File: config.mk
export PLATFORM = sky130hd
export DESIGN_NAME = alu_mul_seq
export DESIGN_NICKNAME = d
export VERILOG_FILES = /design/src/rtl/alu_mul_seq.sv
export SDC_FILE = /design/constraint.sdc
export NUM_CORES = 1
export LEC_CHECK = 0
export CAP_MARGIN = 25
export CORE_MARGIN = 2
export CORE_UTILIZATION = 54
export CTS_BUF_LIST = sky130_fd_sc_hd__clkbuf_4
export DETAILED_ROUTE_END_ITERATION = 7
export PLACE_DENSITY = 0.88
export SYNTH_ARGS = -nofsm -noshare
export SYNTH_HDL_FRONTEND = slang
export SYNTH_SLANG_ARGS = --single-unit
export TNS_END_PERCENT = 10
File: constraint.sdc
create_clock -name clk -period 4.7 [get_ports clk]
set_input_delay 0.47 -clock clk [delete_from_list [all_inputs] [get_ports clk]]
set_output_delay 0.47 -clock clk [all_outputs]
set_load 0.01 [all_outputs]
File: src/rtl/alu_mul_seq.sv
// Shift-and-add 16x16 multiply sequencer that drives the shared execute-stage ALU.
// MUL_EARLY_EXIT_EN: ends the run when the remaining multiplier is zero, and skips the run when opb==0.
module alu_mul_seq #(
  parameter int DSIZE = 16,
  parameter int CNT_W = 4
) (
  input  logic             clk,
  input  logic             rst,
  input  logic             start,
  input  logic [DSIZE-1:0] opa,
  input  logic [DSIZE-1:0] opb,
  output logic             busy,
  output logic             done,
  output logic [DSIZE-1:0] result,
  output logic             ovf,
  output logic [DSIZE-1:0] alu_a,
  output logic [DSIZE-1:0] alu_b,
  output logic [2:0]       alu_op,
  output logic [3:0]       alu_imm,
  output logic             alu_nop,
  input  logic [DSIZE-1:0] alu_out
);

  typedef enum logic [2:0] {
    S_IDLE,
    S_ADD,
    S_SHL,
    S_SHR,
    S_DONE
  } state_t;

  localparam logic [2:0]       OP_ADD   = 3'd0;
  localparam logic [2:0]       OP_SLL   = 3'd4;
  localparam logic [2:0]       OP_SRL   = 3'd5;
  localparam logic [CNT_W-1:0] CNT_LAST = CNT_W'(DSIZE - 1);

  state_t           state, state_nx;
  logic [DSIZE-1:0] prod, mcand, mplier;
  logic [CNT_W-1:0] cnt;
  logic             ovf_acc;

  always_ff @(posedge clk) begin
    if (!rst) state <= S_IDLE;
    else      state <= state_nx;
  end

  always_comb begin
    state_nx = state;
    busy     = 1'b0;
    done     = 1'b0;
    alu_a    = '0;
    alu_b    = '0;
    alu_op   = OP_ADD;
    alu_imm  = '0;
    alu_nop  = 1'b1;
    case (state)
      S_IDLE: begin
        if (start) begin
`ifdef MUL_EARLY_EXIT_EN
          state_nx = (opb == '0) ? S_DONE : S_ADD;
`else
          state_nx = S_ADD;
`endif
        end
      end
      S_ADD: begin
        busy     = 1'b1;
        alu_nop  = 1'b0;
        alu_op   = OP_ADD;
        alu_a    = prod;
        alu_b    = mcand;
        state_nx = S_SHL;
      end
      S_SHL: begin
        busy     = 1'b1;
        alu_nop  = 1'b0;
        alu_op   = OP_SLL;
        alu_a    = mcand;
        alu_imm  = 4'd1;
        state_nx = S_SHR;
      end
      S_SHR: begin
        busy    = 1'b1;
        alu_nop = 1'b0;
        alu_op  = OP_SRL;
        alu_a   = mplier;
        alu_imm = 4'd1;
`ifdef MUL_EARLY_EXIT_EN
        state_nx = (cnt == CNT_LAST || alu_out == '0) ? S_DONE : S_ADD;
`else
        state_nx = (cnt == CNT_LAST) ? S_DONE : S_ADD;
`endif
      end
      S_DONE: begin
        done     = 1'b1;
        state_nx = S_IDLE;
      end
      default: state_nx = S_IDLE;
    endcase
  end

  always_ff @(posedge clk) begin
    if (!rst) begin
      prod    <= '0;
      mcand   <= '0;
      mplier  <= '0;
      cnt     <= '0;
      ovf_acc <= 1'b0;
      result  <= '0;
      ovf     <= 1'b0;
    end else begin
      case (state)
        S_IDLE: begin
          if (start) begin
            mcand   <= opa;
            mplier  <= opb;
            prod    <= '0;
            cnt     <= '0;
            ovf_acc <= 1'b0;
            result  <= '0;
            ovf     <= 1'b0;
          end
        end
        S_ADD: begin
          if (mplier[0]) begin
            prod <= alu_out;
            if (alu_out < prod) ovf_acc <= 1'b1;
          end
        end
        S_SHL: begin
          mcand <= alu_out;
          // a multiplicand bit leaving the word still has multiplier bits left to meet
          if (mcand[DSIZE-1] && (mplier >> 1) != '0) ovf_acc <= 1'b1;
        end
        S_SHR: begin
          mplier <= alu_out;
          cnt    <= cnt + 1'b1;
          if (state_nx == S_DONE) begin
            result <= prod;
            ovf    <= ovf_acc;
          end
        end
        default: ;
      endcase
    end
  end

endmodule

==> results of run 1 <==
## power breakdown
part / leakage, nW / internal [W] / switching, W
Sequential: 0.595 / 0.000678 / 0.0000760
Combinational: 1.62 / 0.000269 / 0.000271
Clock: 0.0808 / 0.000210 / 0.000221
## cell usage in the layout, fill, tap and decap left out, types with 5 or more instances in the layout
| cell type | synthesis | routed |
|---|---|---|
| dfxtp_1 | 73 | 73 |
| clkdlybuf4s50_1 | 0 | 104 |
| buf_4 | 10 | 6 |
| and2_1 | 20 | 20 |
| a21o_1 | 5 | 5 |
| nand2_1 | 68 | 68 |
| mux2_2 | 16 | 16 |
| ha_1 | 16 | 16 |
| inv_1 | 18 | 18 |
| nor2_1 | 27 | 27 |
| mux2i_1 | 32 | 32 |
| nand3_1 | 35 | 35 |
| clkbuf_4 | 0 | 9 |
| a21boi_0 | 32 | 32 |
| a22oi_1 | 17 | 17 |
| o211a_1 | 32 | 32 |
| a21oi_1 | 6 | 6 |
## layout make-up
cell class | instances | share of cell area [%]
clock buffer | 9 | 1.27
clock inverter | 7 | 1.60
inverter | 18 | 1.27
multi-input combinational | 346 | 45.1
sequential | 73 | 27.5
tap | 99 | 2.33
timing repair buffer | 112 | 20.9
## registers in the layout, indices dropped and copies added (netlist names)
register and flops:
state 3, prod 16, ovf_acc 1, cnt 4, ovf 1, result 16, mplier 16, mcand 16
## per-stage QoR
step	area [um^2]	setup WS [ps]
6_report	5320	1120
5_1_grt	5320	934
4_1_cts	5280	882
3_5_place_dp	5130	1340
3_3_place_gp	5130	1480
2_1_floorplan	4140	2870
## critical path, delay by kind of cell, from the launching register on
family                 cells  cell delay (ps)
flip-flops                 1             1020
AND/OR/NAND/NOR            2              780
buffers and inverters      2              870
## cell families after synthesis
kind of cell / synth area share (%)
muxes: 12.1
buffers and inverters: 6.94
adders and majority gates: 4.85
and+or+nand+nor: 19.8
other: 0.0908
AOI/OAI and AO/OA: 20.6
DFF: 35.4
xor gates and xnor gates: 0.212
## worst min-delay path by stage
stage                 to  slack, ps  cells past startpoint  startpoint
6_report       result[7]        480                      2   result[7]
3_5_place_dp      cnt[3]        450                      1      cnt[3]
4_1_cts           cnt[3]        470                      1      cnt[3]
3_3_place_gp      cnt[3]        440                      1      cnt[3]
2_1_floorplan     cnt[3]        420                      1      cnt[3]
5_1_grt           cnt[3]        480                      1      cnt[3]
## per-layer routing
layer  GRT usage, %  vias to the layer above  share of wire (%)
met5              0                        -                  0
met4           12.1                        0                2.8
met3           6.64                       31                6.7
met2           44.1                      172                 47
met1           36.9                     1768                 44
li1               -                     1844                  -
==> results.ini, run 1 <==
[grt]
grt_start_max_net_pins=73
overflow=0
grt_pass1_vias=3714
grt_antenna_before_repair=0
track_usage_pct=28.2
grt_pass1_wl_um=18800

[synth]
synthTopCellsByArea=dfxtp_1, mux2i_1, o211a_1, nand2_1, a21boi_0
synth_top_area_share_pct=35.4
netlist_area_mm2=0.00413
synthArstFlopShare_pct=0
synth_edf_count=0
syn_inst=478
seq_area_frac_synth_pct=35.4
synthFlopType=dfxtp_1
yosysWarnings=0
yosysTopAreaCell=dfxtp_1
synth.most_common_cell=dfxtp_1
ys_ff_latch=73
synthDistinctLibCells=42
ys_top_cells_by_count=dfxtp_1, nand2_1, nand3_1
synth.avg_cell_area_um2=8.64

[finish]
syn2layout_area_growth_pct=28.7
insertedDiodeCount=0
fillers=561
regArea_mm2=0.00146
multi_input_area_mm2=0.00240
layout-drive-gt1-share_pct=7.26
final_cells=664
final_util_pct=72.5
fin_nets=627

[clocking]
cts_tree=done
post_cts_buffers=0
cts.sinks=73
cts_resized=0
hold_buffers=0
clk_latency_ps=420
cts_buffer_depth=2
numCtsBuffers=9
root_buffer=clkbuf_4
h-tree-depth=3
clk_pin_slew_ps=110

[pwr]
vdd_drop_max_v=0.000215
p_leak_nw=2.29
powerDensity_mw_per_mm2=325
power_w=0.00173

[critical_path]
cp-startpoint=state[0]
path_cells=nor3b_4, buf_4, and2_1, clkdlybuf4s50_1
ff2ff_setup_slack_ps=1680
criticalPathCategory=reg2out
r2r-end=prod[7]
ff2ff_path_depth=6
crit_arrival_ps=3110
r2r_start=state[0]
cp-end-kind=output port
critPathLaunchType=register
worstPathMaxFanout=24
required_ps=4230
cp_slowest_cell=dfxtp_1
max_stage_delay_ps=1020
cp-endpoint=alu_b[0]

[floorplanning]
die_h_um=91.4
coreArea_mm2=0.00733
ios=110
rows=31
die_x_um=91.4
initial_core_util_pct=56.3
die_area_mm2=0.00836

[sta]
slew_violations=0
worst_pin_slew_ps=1030
period_minus_slack_ps=3580
max_freq_mhz=280
hold_viol=0
finalCritPeriodShare_pct=76.1
whs_ps=478
finalSetupViolCount=0
fin_worst_skew_ps=16.6
relSlewSlack_pct=31.4
grt_setup_unrepaired=false
setup_tns_ps=0

[detailed_routing]
drt_iter0_drc=284
first_pass_iters=5
drc=0
viasPerCell=5.75
wire_per_inst_um=17.7
ant_nets=0
drt_wl_total_um=11700
vias=3815

[placement]
gp_congestion=0.907
dp_hpwl_um=8500
place_inst=645
io_buffers=105

[flow_run]
max_cap_viol_count=0

[worst_hold_path]
min_path_type=reg2reg

[outcome]
status=completed

No activity file was read; power rests on OpenSTA's default activity.
==> run 2: changes to the inputs <==
--- a/config.mk
+++ b/config.mk
@@ -7,10 +7,10 @@
 export LEC_CHECK = 0
 export CAP_MARGIN = 25
 export CORE_MARGIN = 2
-export CORE_UTILIZATION = 54
+export CORE_UTILIZATION = 46
 export CTS_BUF_LIST = sky130_fd_sc_hd__clkbuf_4
 export DETAILED_ROUTE_END_ITERATION = 7
-export PLACE_DENSITY = 0.88
+export PLACE_DENSITY = 0.79
 export SYNTH_ARGS = -nofsm -noshare
 export SYNTH_HDL_FRONTEND = slang
 export SYNTH_SLANG_ARGS = --single-unit
==> constraint.sdc (replaced) <==
create_clock -name clk -period 3.19 [get_ports clk]
set_input_delay 0.319 -clock clk [delete_from_list [all_inputs] [get_ports clk]]
set_output_delay 0.319 -clock clk [all_outputs]
set_load 0.01 [all_outputs]
==> run 2 against run 1 <==
Compared with the run above:
- non-clock buffer count grew 4
- cell count grew 2.0%
- count of clock-buffer cells in the layout is the same
- total power grew 46%
- critical path type unchanged
- critical endpoint unchanged
- largest power group unchanged
==> results.ini, run 2 (synthesis gave the netlist of run 1 again) <==
[outcome]
status=completed

[sta]
fin_worst_skew_ps=14.9  ; -1.67 ps
grt_setup_unrepaired=false
period_minus_slack_ps=2880
finalCritPeriodShare_pct=90.2
relSlewSlack_pct=42.8  ; +11 points
max_freq_mhz=348
layout_setup_ws_ps=314  ; -808 ps
setup_tns_ps=0  ; unchanged
worst_pin_slew_ps=857  ; -171 ps
hold_viol=0  ; unchanged
slew_violations=0  ; unchanged
finalSetupViolCount=0  ; unchanged

[pwr]
power_frac_seq_pct=42.9  ; -0.8 points
vdd_drop_max_v=0.000198  ; -8.1%
powerDensity_mw_per_mm2=472  ; +45%
power_frac_clock_pct=24.7  ; -0.3 points
intPower_w=0.00171  ; +48%
power_frac_comb_pct=32.4  ; +1.1 points
p_leak_nw=2.31  ; +0.91%
switching_share_pct=32.2  ; -0.76 points
netSwitchingPower_w=0.000813  ; +43%

[clocking]
post_cts_buffers=0  ; unchanged
numCtsBuffers=9  ; unchanged
hold_buffers=0  ; unchanged
cts_tree=done
cts_resized=0  ; unchanged
root_buffer=clkbuf_4
h-tree-depth=3  ; unchanged
cts.sinks=73  ; unchanged
clk_pin_slew_ps=120  ; about the same
clk_latency_ps=410  ; about the same
cts_buffer_depth=2  ; unchanged

[detailed_routing]
viasPerCell=5.53  ; -3.7%
wire_per_inst_um=16.5  ; -6.5%
vias=3747  ; -1.8%
ant_nets=0  ; unchanged
first_pass_iters=5  ; unchanged
drt_iter0_drc=217  ; -24%
drt_wl_total_um=11200  ; -4.7%
drc=0  ; unchanged

[placement]
place_worst_setup_slack_ps=586  ; -754 ps
place_inst=659  ; +2.2%
gp_congestion=0.965  ; +6.4%
dpl_cell_area_mm2=0.00518  ; +0.95%
io_buffers=105  ; unchanged
dp_hpwl_um=8320  ; -2.2%

[critical_path]
r2r_start=state[2]
cp_slowest_cell=dfxtp_1
cp-startpoint=state[2]
worstPathMaxFanout=23  ; -4.2%
criticalPathCategory=reg2out
path_cells=nor3b_4, buf_4, and2_1, clkdlybuf4s50_1
crit_arrival_ps=2560  ; -550 ps
max_stage_delay_ps=610  ; -410 ps
ff2ff_path_depth=5  ; -1
r2r-end=mplier[4]
required_ps=2870  ; -1360 ps
cp-endpoint=alu_b[0]
ff2ff_setup_slack_ps=690  ; -990 ps
cp-end-kind=output port
critPathLaunchType=register

[finish]
final_common_cell=clkdlybuf4s50_1
syn2layout_area_growth_pct=29.7
final_util_pct=61.4  ; -11 points
final_cells=677  ; +2.0%
insertedDiodeCount=0  ; unchanged
fillers=755  ; +35%
layout_common_cells=clkdlybuf4s50_1, dfxtp_1, nand2_1
fin_area_mm2=0.00536  ; +0.78%
fin_nets=631  ; +0.64%
layout-drive-gt1-share_pct=7.91  ; +0.65 points

[floorplanning]
rows=34  ; +9.7%
coreArea_mm2=0.00872  ; +19%
die_h_um=98.7  ; +8.0%
die_x_um=98.7  ; +8.0%
initial_core_util_pct=47.3  ; -9.0 points
die_area_mm2=0.00975  ; +17%
ios=110  ; unchanged

[worst_hold_path]
min_path_type=in2reg

[grt]
grt_pass1_wl_um=17800  ; -5.7%
grt_start_max_net_pins=73  ; unchanged
overflow=0  ; unchanged
grt_antenna_before_repair=0  ; unchanged
grt_pass1_vias=3588  ; -3.4%
track_usage_pct=22.6  ; -5.5 points

[flow_run]
max_cap_viol_count=0  ; unchanged

==> run 2: changes by cell type in the layout (fill, tap and decap cells not counted) <==
cell | previous run | this run
buf_4 | 6 | 10
==> run 2: critical path: cells and delay by family, from the launching register on <==
family | cells | cell delay, ps
buffers and inverters | 2 | 850
AND/OR/NAND/NOR | 2 | 690
flip-flops | 1 | 610
==> run 2: metrics by stage <==
| step | power, W | hold slack, ps |
|---|---|---|
| floorplan | 0.00163 | 423 |
| global placement | 0.00189 | 439 |
| detailed placement | 0.00191 | 461 |
| CTS | 0.00253 | 477 |
| global route | 0.00267 | 392 |
| finish | 0.00253 | 378 |
==> run 2: routing by layer <==
layer | track usage (%) | vias to the layer above | part of all wire [%]
met1 | 30.8 | 1732 | 46
met3 | 3.97 | 18 | 6.0
met4 | 6.64 | 0 | 1.5
met5 | 0 | - | 0
li1 | - | 1848 | -
met2 | 36.9 | 149 | 47
==> run 2: layout make-up <==
class / count / area [um^2] / share of cell area [%]
flip-flops and latches: 73 / 1460 / 27.3
inverters: 18 / 67.6 / 1.26
clock inverters: 7 / 85.1 / 1.59
multi-input cells: 346 / 2400 / 44.8
repair buffers: 116 / 1140 / 21.3
clock buffers: 9 / 67.6 / 1.26
well taps: 108 / 135 / 2.52
==> run 2: power by group through the flow <==
| stage | logic [W] | clock network (W) | registers (W) |
|---|---|---|---|
| CTS | 0.000812 | 0.000638 | 0.00108 |
| finish | 0.000818 | 0.000624 | 0.00108 |
| floorplan | 0.000566 | 0 | 0.00106 |
| global route | 0.000895 | 0.000678 | 0.00110 |
| detailed placement | 0.000807 | 0 | 0.00110 |
| global placement | 0.000794 | 0 | 0.00110 |
==> run 2: worst min path at each step <==
stage | startpoint | end | slack [ps] | cells after the start
CTS | cnt[3] | cnt[3] | 480 | 1
finish | rst | prod[0] | 380 | 2
global route | rst | prod[0] | 390 | 2
floorplan | cnt[3] | cnt[3] | 420 | 1
global placement | cnt[3] | cnt[3] | 440 | 1
detailed placement | cnt[3] | cnt[3] | 460 | 1
==> run 3: changes to the inputs <==
--- a/config.mk
+++ b/config.mk
@@ -11,6 +11,7 @@
 export CTS_BUF_LIST = sky130_fd_sc_hd__clkbuf_4
 export DETAILED_ROUTE_END_ITERATION = 7
 export PLACE_DENSITY = 0.79
+export SLEW_MARGIN = 30
 export SYNTH_ARGS = -nofsm -noshare
 export SYNTH_HDL_FRONTEND = slang
 export SYNTH_SLANG_ARGS = --single-unit
==> run 3 against run 2 <==
Compared with the run above:
- worst hold slack better by 77 ps
- combinational power fell by 0.6%
- maximum frequency is 0.61% higher
- global-route usage did not move
- setup slack improved by 17 ps
- wire length fell by 0.13%
- clock power is essentially flat
- non-clock buffer count shrank 2
- count of clock-buffer cells in the layout did not move
- critical path type unchanged
- critical endpoint unchanged
==> results.ini, run 3 (synthesis gave the netlist of run 1 again) <==
[sta]
hold_viol=0  ; unchanged
finalSetupViolCount=0  ; unchanged
setup_tns_ps=0  ; unchanged
period_minus_slack_ps=2860  ; -17.4 ps
relSlewSlack_pct=43.3  ; +0.48 points
worst_pin_slew_ps=850  ; -7.17 ps
max_freq_mhz=350  ; +0.61%
finalCritPeriodShare_pct=89.6  ; -0.54 points
whs_ps=455  ; +77.4 ps
layout_setup_ws_ps=331  ; +17.4 ps
fin_worst_skew_ps=14.6  ; -0.246 ps
grt_setup_unrepaired=false
slew_violations=0  ; unchanged

[critical_path]
cp-end-kind=output port
r2r_start=state[2]
ff2ff_path_depth=5  ; unchanged
required_ps=2870  ; about the same
critPathLaunchType=register
criticalPathCategory=reg2out
worstPathMaxFanout=23  ; unchanged
ff2ff_setup_slack_ps=720  ; +30 ps
r2r-end=mplier[4]
crit_arrival_ps=2540  ; -20 ps

[pwr]
vdd_drop_max_v=0.000192  ; -2.7%
power_frac_comb_pct=32.3  ; about the same
netSwitchingPower_w=0.000810  ; -0.32%
power_w=0.00252  ; -0.27%
intPower_w=0.00171  ; -0.24%
p_leak_nw=2.30  ; -0.57%
power_frac_seq_pct=43.0  ; about the same
switching_share_pct=32.2  ; about the same
power_frac_clock_pct=24.7  ; about the same
powerDensity_mw_per_mm2=472  ; +0.16%

[clocking]
cts_tree=done
clk_latency_ps=410  ; about the same
hold_buffers=0  ; unchanged
h-tree-depth=3  ; unchanged
clk_pin_slew_ps=120  ; about the same
numCtsBuffers=9  ; unchanged
cts_buffer_depth=2  ; unchanged
post_cts_buffers=0  ; unchanged
cts_resized=0  ; unchanged
cts.sinks=73  ; unchanged
root_buffer=clkbuf_4

[grt]
grt_antenna_before_repair=0  ; unchanged
grt_pass1_vias=3588  ; unchanged
track_usage_pct=22.6  ; unchanged
overflow=0  ; unchanged
grt_pass1_wl_um=17800  ; unchanged
grt_start_max_net_pins=73  ; unchanged

[detailed_routing]
first_pass_iters=6  ; +1
drc=0  ; unchanged
drt_wl_total_um=11200  ; -0.13%
vias=3708  ; -1.0%
ant_nets=0  ; unchanged
wire_per_inst_um=16.5  ; +0.16%
viasPerCell=5.49  ; -0.75%
drt_iter0_drc=239  ; +10%

[floorplanning]
coreArea_mm2=0.00872  ; unchanged
ios=110  ; unchanged
die_h_um=98.7  ; unchanged
die_x_um=98.7  ; unchanged
rows=34  ; unchanged
initial_core_util_pct=47.3  ; unchanged
die_area_mm2=0.00975  ; unchanged

[placement]
io_buffers=105  ; unchanged
place_worst_setup_slack_ps=586  ; unchanged
dp_hpwl_um=8320  ; unchanged
gp_congestion=0.965  ; unchanged

[outcome]
status=completed

[worst_hold_path]
worstHoldStart=rst
min_path_type=in2reg
whs_endpoint=mcand[1]
whs_path_depth=2  ; unchanged

[finish]
syn2layout_area_growth_pct=29.2
layout-drive-gt1-share_pct=7.76  ; -0.15 points
layout_common_cells=clkdlybuf4s50_1, dfxtp_1, nand2_1
insertedDiodeCount=0  ; unchanged
fin_nets=629  ; -0.32%
fillers=760  ; +0.66%
final_common_cell=clkdlybuf4s50_1

[flow_run]
max_cap_viol_count=0  ; unchanged

-- run 3: worst max-delay path by stage --
stage               startpoint        end  slack, ps
floorplan             prod[13]    ovf_acc       1490
global placement      state[0]  alu_a[13]        660
detailed placement    state[0]  alu_a[15]        590
CTS                   state[0]   alu_a[1]        120
global route          state[1]   alu_b[0]        200
finish                state[2]   alu_b[0]        330
-- run 3: power by group through the flow --
stage,logic [W],clock network (W),registers (W)
finish,0.000813,0.000623,0.00108
global route,0.000890,0.000678,0.00110
CTS,0.000812,0.000638,0.00108
detailed placement,0.000807,0,0.00110
global placement,0.000794,0,0.00110
floorplan,0.000566,0,0.00106
-- run 3: area by class of cell --
cell class	instances	area (um^2)	area share, %
multi-input combinational	346	2400	45.0
clock buffer	9	67.6	1.27
timing repair buffer	114	1120	20.9
clock inverter	7	85.1	1.60
tap	108	135	2.53
sequential	73	1460	27.4
inverter	18	67.6	1.27
-- run 3: per-stage QoR --
stage	utilization, %	area [um^2]	std cells
CTS	61.1	5330	675
floorplan	-	4140	481
global route	61.2	5330	675
detailed placement	59.4	5180	659
global placement	59.4	5180	659
finish	61.2	5330	675
-- run 3: metal layers --
metal  up-vias  track usage (%)  part of all wire (%)
met4         0             6.64                   1.3
li1       1844                -                     -
met2       124             36.9                    47
met3        14             3.97                   5.8
met5         -                0                     0
met1      1726             30.8                    46
-- run 3: worst max-delay path: stages, from the launching register on --
cell	delay, ps
dfxtp_1	600
nor3b_4	530
buf_4	310
and2_1	160
clkdlybuf4s50_1	540
